`config.mk`:
```
export PLATFORM = sky130hd
export DESIGN_NAME = npc_fetch_unit_flat
export DESIGN_NICKNAME = d
export VERILOG_FILES = /design/src/rtl/pc_pkg.sv /design/src/rtl/npc_fetch_unit_if.sv /design/src/rtl/ras_stack.sv /design/src/rtl/npc_fetch_unit.sv /design/src/flat_wrapper.sv
export SDC_FILE = /design/constraint.sdc
export NUM_CORES = 1
export LEC_CHECK = 0
export BUFFER_PORTS_ARGS = -buffer_cell sky130_fd_sc_hd__buf_2
export CAP_MARGIN = 20
export CORE_MARGIN = 2
export CORE_UTILIZATION = 25
export CTS_CLUSTER_DIAMETER = 100
export CTS_CLUSTER_SIZE = 12
export DETAILED_ROUTE_END_ITERATION = 10
export PLACE_DENSITY = 0.53
export RECOVER_POWER = 100
export SYNTH_ARGS = -nofsm -noshare
export SYNTH_HDL_FRONTEND = slang
export SYNTH_HIERARCHICAL = 1
export SYNTH_SLANG_ARGS = --single-unit
```
`constraint.sdc`:
```
create_clock -name clk -period 5.8 [get_ports clk]
set_input_delay 1.16 -clock clk [delete_from_list [all_inputs] [get_ports clk]]
set_output_delay 1.16 -clock clk [all_outputs]
set_load 0.02 [all_outputs]
```
`src/rtl/pc_pkg.sv`:
```
`default_nettype none
// ============================================================================
// Module   : pc_pkg
// Purpose  : Shared defaults and the next-PC source selector for the MIPS
//            fetch stage (npc_fetch_unit and its return-address stack).
// Contents : ADDR_W_DFLT, RESET_PC_DFLT, EXC_PC_DFLT, npc_sel_e
// Revision : 1.0 - initial release
// ============================================================================
package pc_pkg;

  localparam int          ADDR_W_DFLT   = 32;
  localparam logic [31:0] RESET_PC_DFLT = 32'h0000_3000;
  localparam logic [31:0] EXC_PC_DFLT   = 32'h0000_4180;

  // Next-PC source, listed from highest to lowest priority.
  typedef enum logic [2:0] {
    SEL_EXC  = 3'd0,
    SEL_ERET = 3'd1,
    SEL_HOLD = 3'd2,
    SEL_JR   = 3'd3,
    SEL_J    = 3'd4,
    SEL_BR   = 3'd5,
    SEL_SEQ  = 3'd6
  } npc_sel_e;

endpackage : pc_pkg
`default_nettype wire

```
`src/rtl/npc_fetch_unit_if.sv`:
```
`default_nettype none
// ============================================================================
// Module   : npc_fetch_unit_if
// Purpose  : Bundles the decode/hazard/CP0 inputs and the fetch-PC and RAS
//            outputs of npc_fetch_unit.
// Modports : master - pipeline side (drives redirect requests, reads PC)
//            slave  - fetch unit side
// Revision : 1.0 - initial release
// ============================================================================
interface npc_fetch_unit_if
  import pc_pkg::*;
#(
  parameter int ADDR_W = ADDR_W_DFLT
);
  // pipeline -> fetch unit
  logic              stall;
  logic              j_en;
  logic              jal_en;
  logic              jr_en;
  logic              jr_is_ra;
  logic              br_taken;
  logic [25:0]       instr_index;
  logic [15:0]       imm16;
  logic [ADDR_W-1:0] pc4_d;
  logic [ADDR_W-1:0] rs_val;
  logic              exc_req;
  logic              eret_req;
  logic [ADDR_W-1:0] epc;
  // fetch unit -> pipeline
  logic [ADDR_W-1:0] pc_f;
  logic [ADDR_W-1:0] pc4_f;
  logic [ADDR_W-1:0] npc;
  logic              adel_f;
  logic [ADDR_W-1:0] ras_top;
  logic              ras_valid;
  logic              ras_miss;
  logic [15:0]       ras_miss_cnt;

  modport master (
    output stall, j_en, jal_en, jr_en, jr_is_ra, br_taken, instr_index,
           imm16, pc4_d, rs_val, exc_req, eret_req, epc,
    input  pc_f, pc4_f, npc, adel_f, ras_top, ras_valid, ras_miss,
           ras_miss_cnt
  );

  modport slave (
    input  stall, j_en, jal_en, jr_en, jr_is_ra, br_taken, instr_index,
           imm16, pc4_d, rs_val, exc_req, eret_req, epc,
    output pc_f, pc4_f, npc, adel_f, ras_top, ras_valid, ras_miss,
           ras_miss_cnt
  );

endinterface : npc_fetch_unit_if
`default_nettype wire

```
`src/rtl/ras_stack.sv`:
```
`default_nettype none
// ============================================================================
// Module   : ras_stack
// Purpose  : Circular return-address stack. A push onto a full stack
//            overwrites the oldest entry; a pop on an empty stack is ignored.
//            Flush empties the stack and has priority over push/pop.
// Ports    : clk, rst            - clock, synchronous active-high reset
//            i_push/i_pop/i_flush - operation strobes (push beats pop)
//            i_data               - value to push
//            o_top/o_valid/o_full - top entry (0 when empty), non-empty, full
// Revision : 1.0 - initial release
// ============================================================================
module ras_stack #(
  parameter int DEPTH = 4,
  parameter int W     = 32
) (
  input  wire logic         clk,
  input  wire logic         rst,
  input  wire logic         i_push,
  input  wire logic         i_pop,
  input  wire logic         i_flush,
  input  wire logic [W-1:0] i_data,
  output logic      [W-1:0] o_top,
  output logic              o_valid,
  output logic              o_full
);

  localparam int PTR_W = $clog2(DEPTH);
  localparam int CNT_W = PTR_W + 1;
  localparam logic [CNT_W-1:0] C_FULL = CNT_W'(DEPTH);

  logic [W-1:0]     r_mem [DEPTH];
  logic [PTR_W-1:0] r_ptr;   // next free slot; wraps because DEPTH is 2^n
  logic [CNT_W-1:0] r_cnt;
  logic [PTR_W-1:0] w_top_idx;

  assign w_top_idx = r_ptr - 1'b1;
  assign o_valid   = (r_cnt != '0);
  assign o_full    = (r_cnt == C_FULL);
  assign o_top     = o_valid ? r_mem[w_top_idx] : '0;

  always_ff @(posedge clk) begin
    if (rst || i_flush) begin
      r_ptr <= '0;
      r_cnt <= '0;
    end else if (i_push) begin
      r_ptr <= r_ptr + 1'b1;
      if (!o_full) r_cnt <= r_cnt + 1'b1;
    end else if (i_pop && o_valid) begin
      r_ptr <= w_top_idx;
      r_cnt <= r_cnt - 1'b1;
    end
  end

  // Storage needs no reset: entries are only visible while counted valid.
  always_ff @(posedge clk) begin
    if (!rst && !i_flush && i_push) r_mem[r_ptr] <= i_data;
  end

endmodule : ras_stack
`default_nettype wire

```
`src/rtl/npc_fetch_unit.sv`:
```
`default_nettype none
// ============================================================================
// Module   : npc_fetch_unit
// Purpose  : Fetch-stage PC register and prioritised next-PC selection
//            (exception, ERET, stall, JR, J/JAL, branch, sequential) plus an
//            optional return-address stack predicting JR $ra targets and a
//            saturating mispredict counter.
// Ports    : clk, reset - clock, synchronous active-high reset
//            bus        - npc_fetch_unit_if.slave (redirect inputs, pc_f,
//                         pc4_f, npc, adel_f, ras_top/valid/miss/miss_cnt)
// Revision : 1.0 - initial release
// ============================================================================
module npc_fetch_unit
  import pc_pkg::*;
#(
  parameter int                ADDR_W    = ADDR_W_DFLT,
  parameter logic [ADDR_W-1:0] RESET_PC  = ADDR_W'(RESET_PC_DFLT),
  parameter logic [ADDR_W-1:0] EXC_PC    = ADDR_W'(EXC_PC_DFLT),
  parameter int                RAS_DEPTH = 4,
  parameter bit                RAS_EN    = 1'b1
) (
  input wire logic        clk,
  input wire logic        reset,
  npc_fetch_unit_if.slave bus
);

  logic [ADDR_W-1:0] r_pc;
  logic [ADDR_W-1:0] w_jt;
  logic [ADDR_W-1:0] w_bt;
  logic [ADDR_W-1:0] w_rt;
  logic [ADDR_W-1:0] w_npc;
  logic              w_adv;
  npc_sel_e          w_sel;

  assign w_jt = {bus.pc4_d[ADDR_W-1:28], bus.instr_index, 2'b00};
  assign w_bt = bus.pc4_d + {{(ADDR_W-18){bus.imm16[15]}}, bus.imm16, 2'b00};
  assign w_rt = bus.pc4_d + ADDR_W'(4);   // JAL link skips the delay slot

  // Exception/ERET must redirect even while the hazard unit stalls.
  always_comb begin
    w_sel = SEL_SEQ;
    if      (bus.exc_req)  w_sel = SEL_EXC;
    else if (bus.eret_req) w_sel = SEL_ERET;
    else if (bus.stall)    w_sel = SEL_HOLD;
    else if (bus.jr_en)    w_sel = SEL_JR;
    else if (bus.j_en)     w_sel = SEL_J;
    else if (bus.br_taken) w_sel = SEL_BR;
  end

  always_comb begin
    w_npc = r_pc + ADDR_W'(4);
    case (w_sel)
      SEL_EXC:  w_npc = EXC_PC;
      SEL_ERET: w_npc = bus.epc;
      SEL_HOLD: w_npc = r_pc;
      SEL_JR:   w_npc = bus.rs_val;
      SEL_J:    w_npc = w_jt;
      SEL_BR:   w_npc = w_bt;
      default:  w_npc = r_pc + ADDR_W'(4);
    endcase
  end

  always_ff @(posedge clk) begin
    if (reset) r_pc <= RESET_PC;
    else       r_pc <= w_npc;
  end

  assign bus.pc_f   = r_pc;
  assign bus.pc4_f  = r_pc + ADDR_W'(4);
  assign bus.npc    = w_npc;
  assign bus.adel_f = |r_pc[1:0];

  // The RAS only moves for instructions that actually leave decode.
  assign w_adv = !bus.stall && !bus.exc_req && !bus.eret_req;

  generate
    if (RAS_EN) begin : g_ras
      logic              w_push;
      logic              w_pop;
      logic              w_miss;
      logic              w_ras_valid;
      logic              w_unused_ras_full;
      logic [ADDR_W-1:0] w_ras_top;
      logic              r_ras_miss;
      logic [15:0]       r_miss_cnt;

      assign w_push = w_adv && bus.jal_en && !bus.jr_en;
      assign w_pop  = w_adv && bus.jr_en && bus.jr_is_ra;
      // An empty pop makes no prediction, so it can never mispredict.
      assign w_miss = w_pop && w_ras_valid && (w_ras_top != bus.rs_val);

      ras_stack #(
        .DEPTH (RAS_DEPTH),
        .W     (ADDR_W)
      ) u_ras (
        .clk     (clk),
        .rst     (reset),
        .i_push  (w_push),
        .i_pop   (w_pop),
        .i_flush (bus.exc_req),
        .i_data  (w_rt),
        .o_top   (w_ras_top),
        .o_valid (w_ras_valid),
        .o_full  (w_unused_ras_full)
      );

      always_ff @(posedge clk) begin
        if (reset) begin
          r_ras_miss <= 1'b0;
          r_miss_cnt <= '0;
        end else begin
          r_ras_miss <= w_miss;
          if (w_miss && (r_miss_cnt != 16'hFFFF)) r_miss_cnt <= r_miss_cnt + 16'd1;
        end
      end

      assign bus.ras_top      = w_ras_top;
      assign bus.ras_valid    = w_ras_valid;
      assign bus.ras_miss     = r_ras_miss;
      assign bus.ras_miss_cnt = r_miss_cnt;
    end else begin : g_no_ras
      assign bus.ras_top      = '0;
      assign bus.ras_valid    = 1'b0;
      assign bus.ras_miss     = 1'b0;
      assign bus.ras_miss_cnt = '0;
    end
  endgenerate

endmodule : npc_fetch_unit
`default_nettype wire

```
`src/flat_wrapper.sv`:
```
// flat-port wrapper written by rule: the top's interface ports become plain ports
module npc_fetch_unit_flat import pc_pkg::*;
#(
  parameter int                ADDR_W    = ADDR_W_DFLT,
  parameter logic [ADDR_W-1:0] RESET_PC  = ADDR_W'(RESET_PC_DFLT),
  parameter logic [ADDR_W-1:0] EXC_PC    = ADDR_W'(EXC_PC_DFLT),
  parameter int                RAS_DEPTH = 4,
  parameter bit                RAS_EN    = 1'b1
)
  (clk, reset, bus_stall, bus_j_en, bus_jal_en, bus_jr_en, bus_jr_is_ra, bus_br_taken, bus_instr_index, bus_imm16, bus_pc4_d, bus_rs_val, bus_exc_req, bus_eret_req, bus_epc, bus_pc_f, bus_pc4_f, bus_npc, bus_adel_f, bus_ras_top, bus_ras_valid, bus_ras_miss, bus_ras_miss_cnt);
  npc_fetch_unit_if #(.ADDR_W(ADDR_W)) bus_i ();
  input wire logic clk;
  input wire logic reset;
  input wire logic [$bits(bus_i.stall)-1:0] bus_stall;
  input wire logic [$bits(bus_i.j_en)-1:0] bus_j_en;
  input wire logic [$bits(bus_i.jal_en)-1:0] bus_jal_en;
  input wire logic [$bits(bus_i.jr_en)-1:0] bus_jr_en;
  input wire logic [$bits(bus_i.jr_is_ra)-1:0] bus_jr_is_ra;
  input wire logic [$bits(bus_i.br_taken)-1:0] bus_br_taken;
  input wire logic [$bits(bus_i.instr_index)-1:0] bus_instr_index;
  input wire logic [$bits(bus_i.imm16)-1:0] bus_imm16;
  input wire logic [$bits(bus_i.pc4_d)-1:0] bus_pc4_d;
  input wire logic [$bits(bus_i.rs_val)-1:0] bus_rs_val;
  input wire logic [$bits(bus_i.exc_req)-1:0] bus_exc_req;
  input wire logic [$bits(bus_i.eret_req)-1:0] bus_eret_req;
  input wire logic [$bits(bus_i.epc)-1:0] bus_epc;
  output wire logic [$bits(bus_i.pc_f)-1:0] bus_pc_f;
  output wire logic [$bits(bus_i.pc4_f)-1:0] bus_pc4_f;
  output wire logic [$bits(bus_i.npc)-1:0] bus_npc;
  output wire logic [$bits(bus_i.adel_f)-1:0] bus_adel_f;
  output wire logic [$bits(bus_i.ras_top)-1:0] bus_ras_top;
  output wire logic [$bits(bus_i.ras_valid)-1:0] bus_ras_valid;
  output wire logic [$bits(bus_i.ras_miss)-1:0] bus_ras_miss;
  output wire logic [$bits(bus_i.ras_miss_cnt)-1:0] bus_ras_miss_cnt;
  assign bus_i.stall = bus_stall;
  assign bus_i.j_en = bus_j_en;
  assign bus_i.jal_en = bus_jal_en;
  assign bus_i.jr_en = bus_jr_en;
  assign bus_i.jr_is_ra = bus_jr_is_ra;
  assign bus_i.br_taken = bus_br_taken;
  assign bus_i.instr_index = bus_instr_index;
  assign bus_i.imm16 = bus_imm16;
  assign bus_i.pc4_d = bus_pc4_d;
  assign bus_i.rs_val = bus_rs_val;
  assign bus_i.exc_req = bus_exc_req;
  assign bus_i.eret_req = bus_eret_req;
  assign bus_i.epc = bus_epc;
  assign bus_pc_f = bus_i.pc_f;
  assign bus_pc4_f = bus_i.pc4_f;
  assign bus_npc = bus_i.npc;
  assign bus_adel_f = bus_i.adel_f;
  assign bus_ras_top = bus_i.ras_top;
  assign bus_ras_valid = bus_i.ras_valid;
  assign bus_ras_miss = bus_i.ras_miss;
  assign bus_ras_miss_cnt = bus_i.ras_miss_cnt;
  npc_fetch_unit #(.ADDR_W(ADDR_W), .RESET_PC(RESET_PC), .EXC_PC(EXC_PC), .RAS_DEPTH(RAS_DEPTH), .RAS_EN(RAS_EN)) u_core (.clk(clk), .reset(reset), .bus(bus_i));
endmodule
```
==> impl_metrics.json <==
{
  "drt_iter0_drc": 959,
  "fin_tns_setup_ns": 0,
  "synth_area_per_cell_sq_um": 10.68,
  "die_width_um": 215.5,
  "hpwl_um": 37780,
  "rr_worst_depth": 12,
  "finalSetupViolations": 0,
  "cp_num_buf_inv": 3,
  "critical_path_class": "in -> out",
  "ys_warn_count": 6,
  "reg2reg_to": "u_core/bus.ras_miss_cnt[15]$_SDFFE_PP0P_",
  "slew_viol_final": 107,
  "tightestPinTransition_ns": 2.017,
  "crit_path_max_fanout": 12,
  "drive_above_1_share": 0.2013,
  "p_int_mw": 2.184,
  "std_cell_rows": 77,
  "critPathTopFamily": "simple AND/OR/NAND/NOR gates",
  "grt_max_degree": 49,
  "switchingPower_mw": 1.019,
  "syn_inst": 1047,
  "min_path_cells": 2,
  "required_ns": 4.64,
  "post_cts_buffers": 0,
  "min_period_over_period": 0.9173,
  "power_density_nw_per_um2": 233.4,
  "track_usage": 0.2000,
  "final_util": 0.3103,
  "grt_pass1_wl_um": 67560,
  "syn-cell-area_sq_um": 11180,
  "fp.dieH_um": 215.5,
  "rsz0062_at_grt": "no",
  "layout_commonest_cell": "buf_2",
  "start_util": 0.2529,
  "clk_latency_ns": 0.46,
  "cpPeakStageDelay_ns": 0.73,
  "cts_buffers": 17,
  "status": "complete, but fails checks",
  "power.share.switching": 0.3182,
  "fin_ws_ns": 0.4797,
  "coreArea_sq_um": 44220,
  "crit_path_top_delay_cell": "and2_1",
  "path_cells": "clkbuf_1 > nor4_1 > and2_1 > clkbuf_1 > nand2_1 > nand2_1 > a31oi_1 > mux2i_1 > clkbuf_1",
  "clkSinkCount": 182,
  "power_frac_seq": 0.446,
  "hold_path.class": "reg -> reg",
  "cts_root_buffer": "clkbuf_16",
  "syn_to_final_growth_pct": 22.70,
  "cts_buffer_depth": 2,
  "detail_route.wl_per_cell_um": 24.31,
  "drt-pass1-iter-count": 8,
  "drv_cap": 5,
  "final_cells": 1947,
  "startpoint_type": "input port",
  "ir_drop_mv": 0.1655,
  "comb_power_share": 0.166,
  "p_clk_frac": 0.389,
  "post-place-cells": 1911,
  "die_area_sq_um": 46450,
  "hp-start": "u_core/bus.ras_miss_cnt[1]$_SDFFE_PP0P_",
  "vias_per_cell": 5.243,
  "antenna_found_initial": 6,
  "numPortBuffers": 294,
  "violations": "max-capacitance violations, max-slew violations",
  "nets": 1524,
  "cp_common_cell": "clkbuf_1",
  "io_pins": 295,
  "holdPathEnd": "u_core/bus.ras_miss_cnt[1]$_SDFFE_PP0P_",
  "rrSetupSlack_ns": 0.83,
  "post_cts_resized": 0,
  "r2r_start": "u_core/g_ras.u_ras/r_ptr[1]$_SDFFE_PP0P_",
  "ant_nets": 0,
  "timing.fmax_mhz": 188.0,
  "clk_pin_slew_ns": 0.08,
  "ctsHoldBuffers": 0,
  "vias": 10208,
  "hold_violations": 0,
  "nFillCells": 4684,
  "htreeDepth": 4,
  "critPathArrivalTime_ns": 4.16,
  "globalRouteOverflowTotal": 0,
  "gp_congestion": 0.9318,
  "finalClockSkew_ns": 0.01744,
  "cellLeakagePower_nw": 5.071,
  "critPathCaptureType": "primary output",
  "syn_nets": 1233,
  "period_needed_ns": 5.320,
  "cts_tree": "done",
  "drc": 0,
  "hold_ws_ns": 0.5301,
  "slew_headroom": -0.3449,
  "grt_pass1_vias": 9945,
  "mostFrequentLayoutCells": "172 x buf_2, 133 x clkbuf_1, 128 x edfxtp_1, 92 x nand2_1, 71 x nor2_1",
  "drt_wl_total_um": 47340,
  "pre_cts_slack_ns": 0.7599
}
[how the worst max path moves through the flow]
stage | from | endpoint | slack (ns) | cells after the start
after floorplan | bus_imm16[0] | bus_npc[22] | 1.31 | 9
after global placement | bus_pc4_d[2] | bus_npc[30] | 0.81 | 12
after detailed placement | bus_pc4_d[2] | bus_npc[30] | 0.76 | 12
after CTS | bus_pc4_d[2] | bus_npc[30] | 0.76 | 12
after global routing | bus_pc4_d[2] | bus_npc[26] | 0.34 | 12
final | bus_eret_req | bus_npc[10] | 0.48 | 9
[through the flow]
stage / area [sq um] / total power [mW]
final: 13720 / 3.204
after global routing: 13710 / 3.323
after CTS: 13990 / 3.241
after detailed placement: 13350 / 1.996
after global placement: 13340 / 1.993
after floorplan: 11180 / 1.761
[final cells by class]
class / instances / area, sq um / area share
multi-input cells: 797 / 5839 / 0.4255
flip-flops and latches: 182 / 4926 / 0.3590
repair buffers: 322 / 1500 / 0.1093
well taps: 592 / 740.7 / 0.05398
clock buffers: 17 / 425.4 / 0.03100
clock inverters: 15 / 214.0 / 0.01559
inverters: 18 / 67.56 / 0.004923
diodes: 4 / 10.01 / 0.0007294
[sequential cells by signal, indices dropped and copies added, names as in the netlist]
| name | count |
|---|---|
| u_core/bus.pc_f | 32 |
| u_core/bus.ras_miss | 1 |
| u_core/bus.ras_miss_cnt | 16 |
| u_core/g_ras.u_ras/r_cnt | 3 |
| u_core/g_ras.u_ras/r_mem | 128 |
| u_core/g_ras.u_ras/r_ptr | 2 |
[worst reg2reg max path: cells and delay by family (launching register included)]
| kind | cells | cell delay [ns] |
|---|---|---|
| AND/OR/NAND/NOR | 5 | 1.53 |
| AO/OA/AOI/OAI | 1 | 1.19 |
| multiplexers | 2 | 0.74 |
| buffers and inverters | 2 | 0.57 |
| flip-flops | 1 | 0.36 |
| adder cells (fa/ha/maj) | 1 | 0.29 |
| XOR/XNOR | 1 | 0.16 |
[power groups by stage]
stage               sequential [mW]  combinational, mW  clock (mW)
floorplan                      1.46              0.300           0
global placement               1.46              0.535           0
detailed placement             1.46              0.538           0
CTS                            1.43              0.541        1.27
global route                   1.43              0.569        1.32
finish                         1.43              0.531        1.24
[layer usage]
layer | track usage | part of all wire | up-vias
met1 | 0.2644 | 0.43 | 5001
met2 | 0.3190 | 0.45 | 551
met4 | 0.05494 | 0.025 | 10
li1 | - | - | 4586
met3 | 0.05751 | 0.094 | 60
met5 | 0 | 0.0013 | -
(Power assumes the default switching activity.)
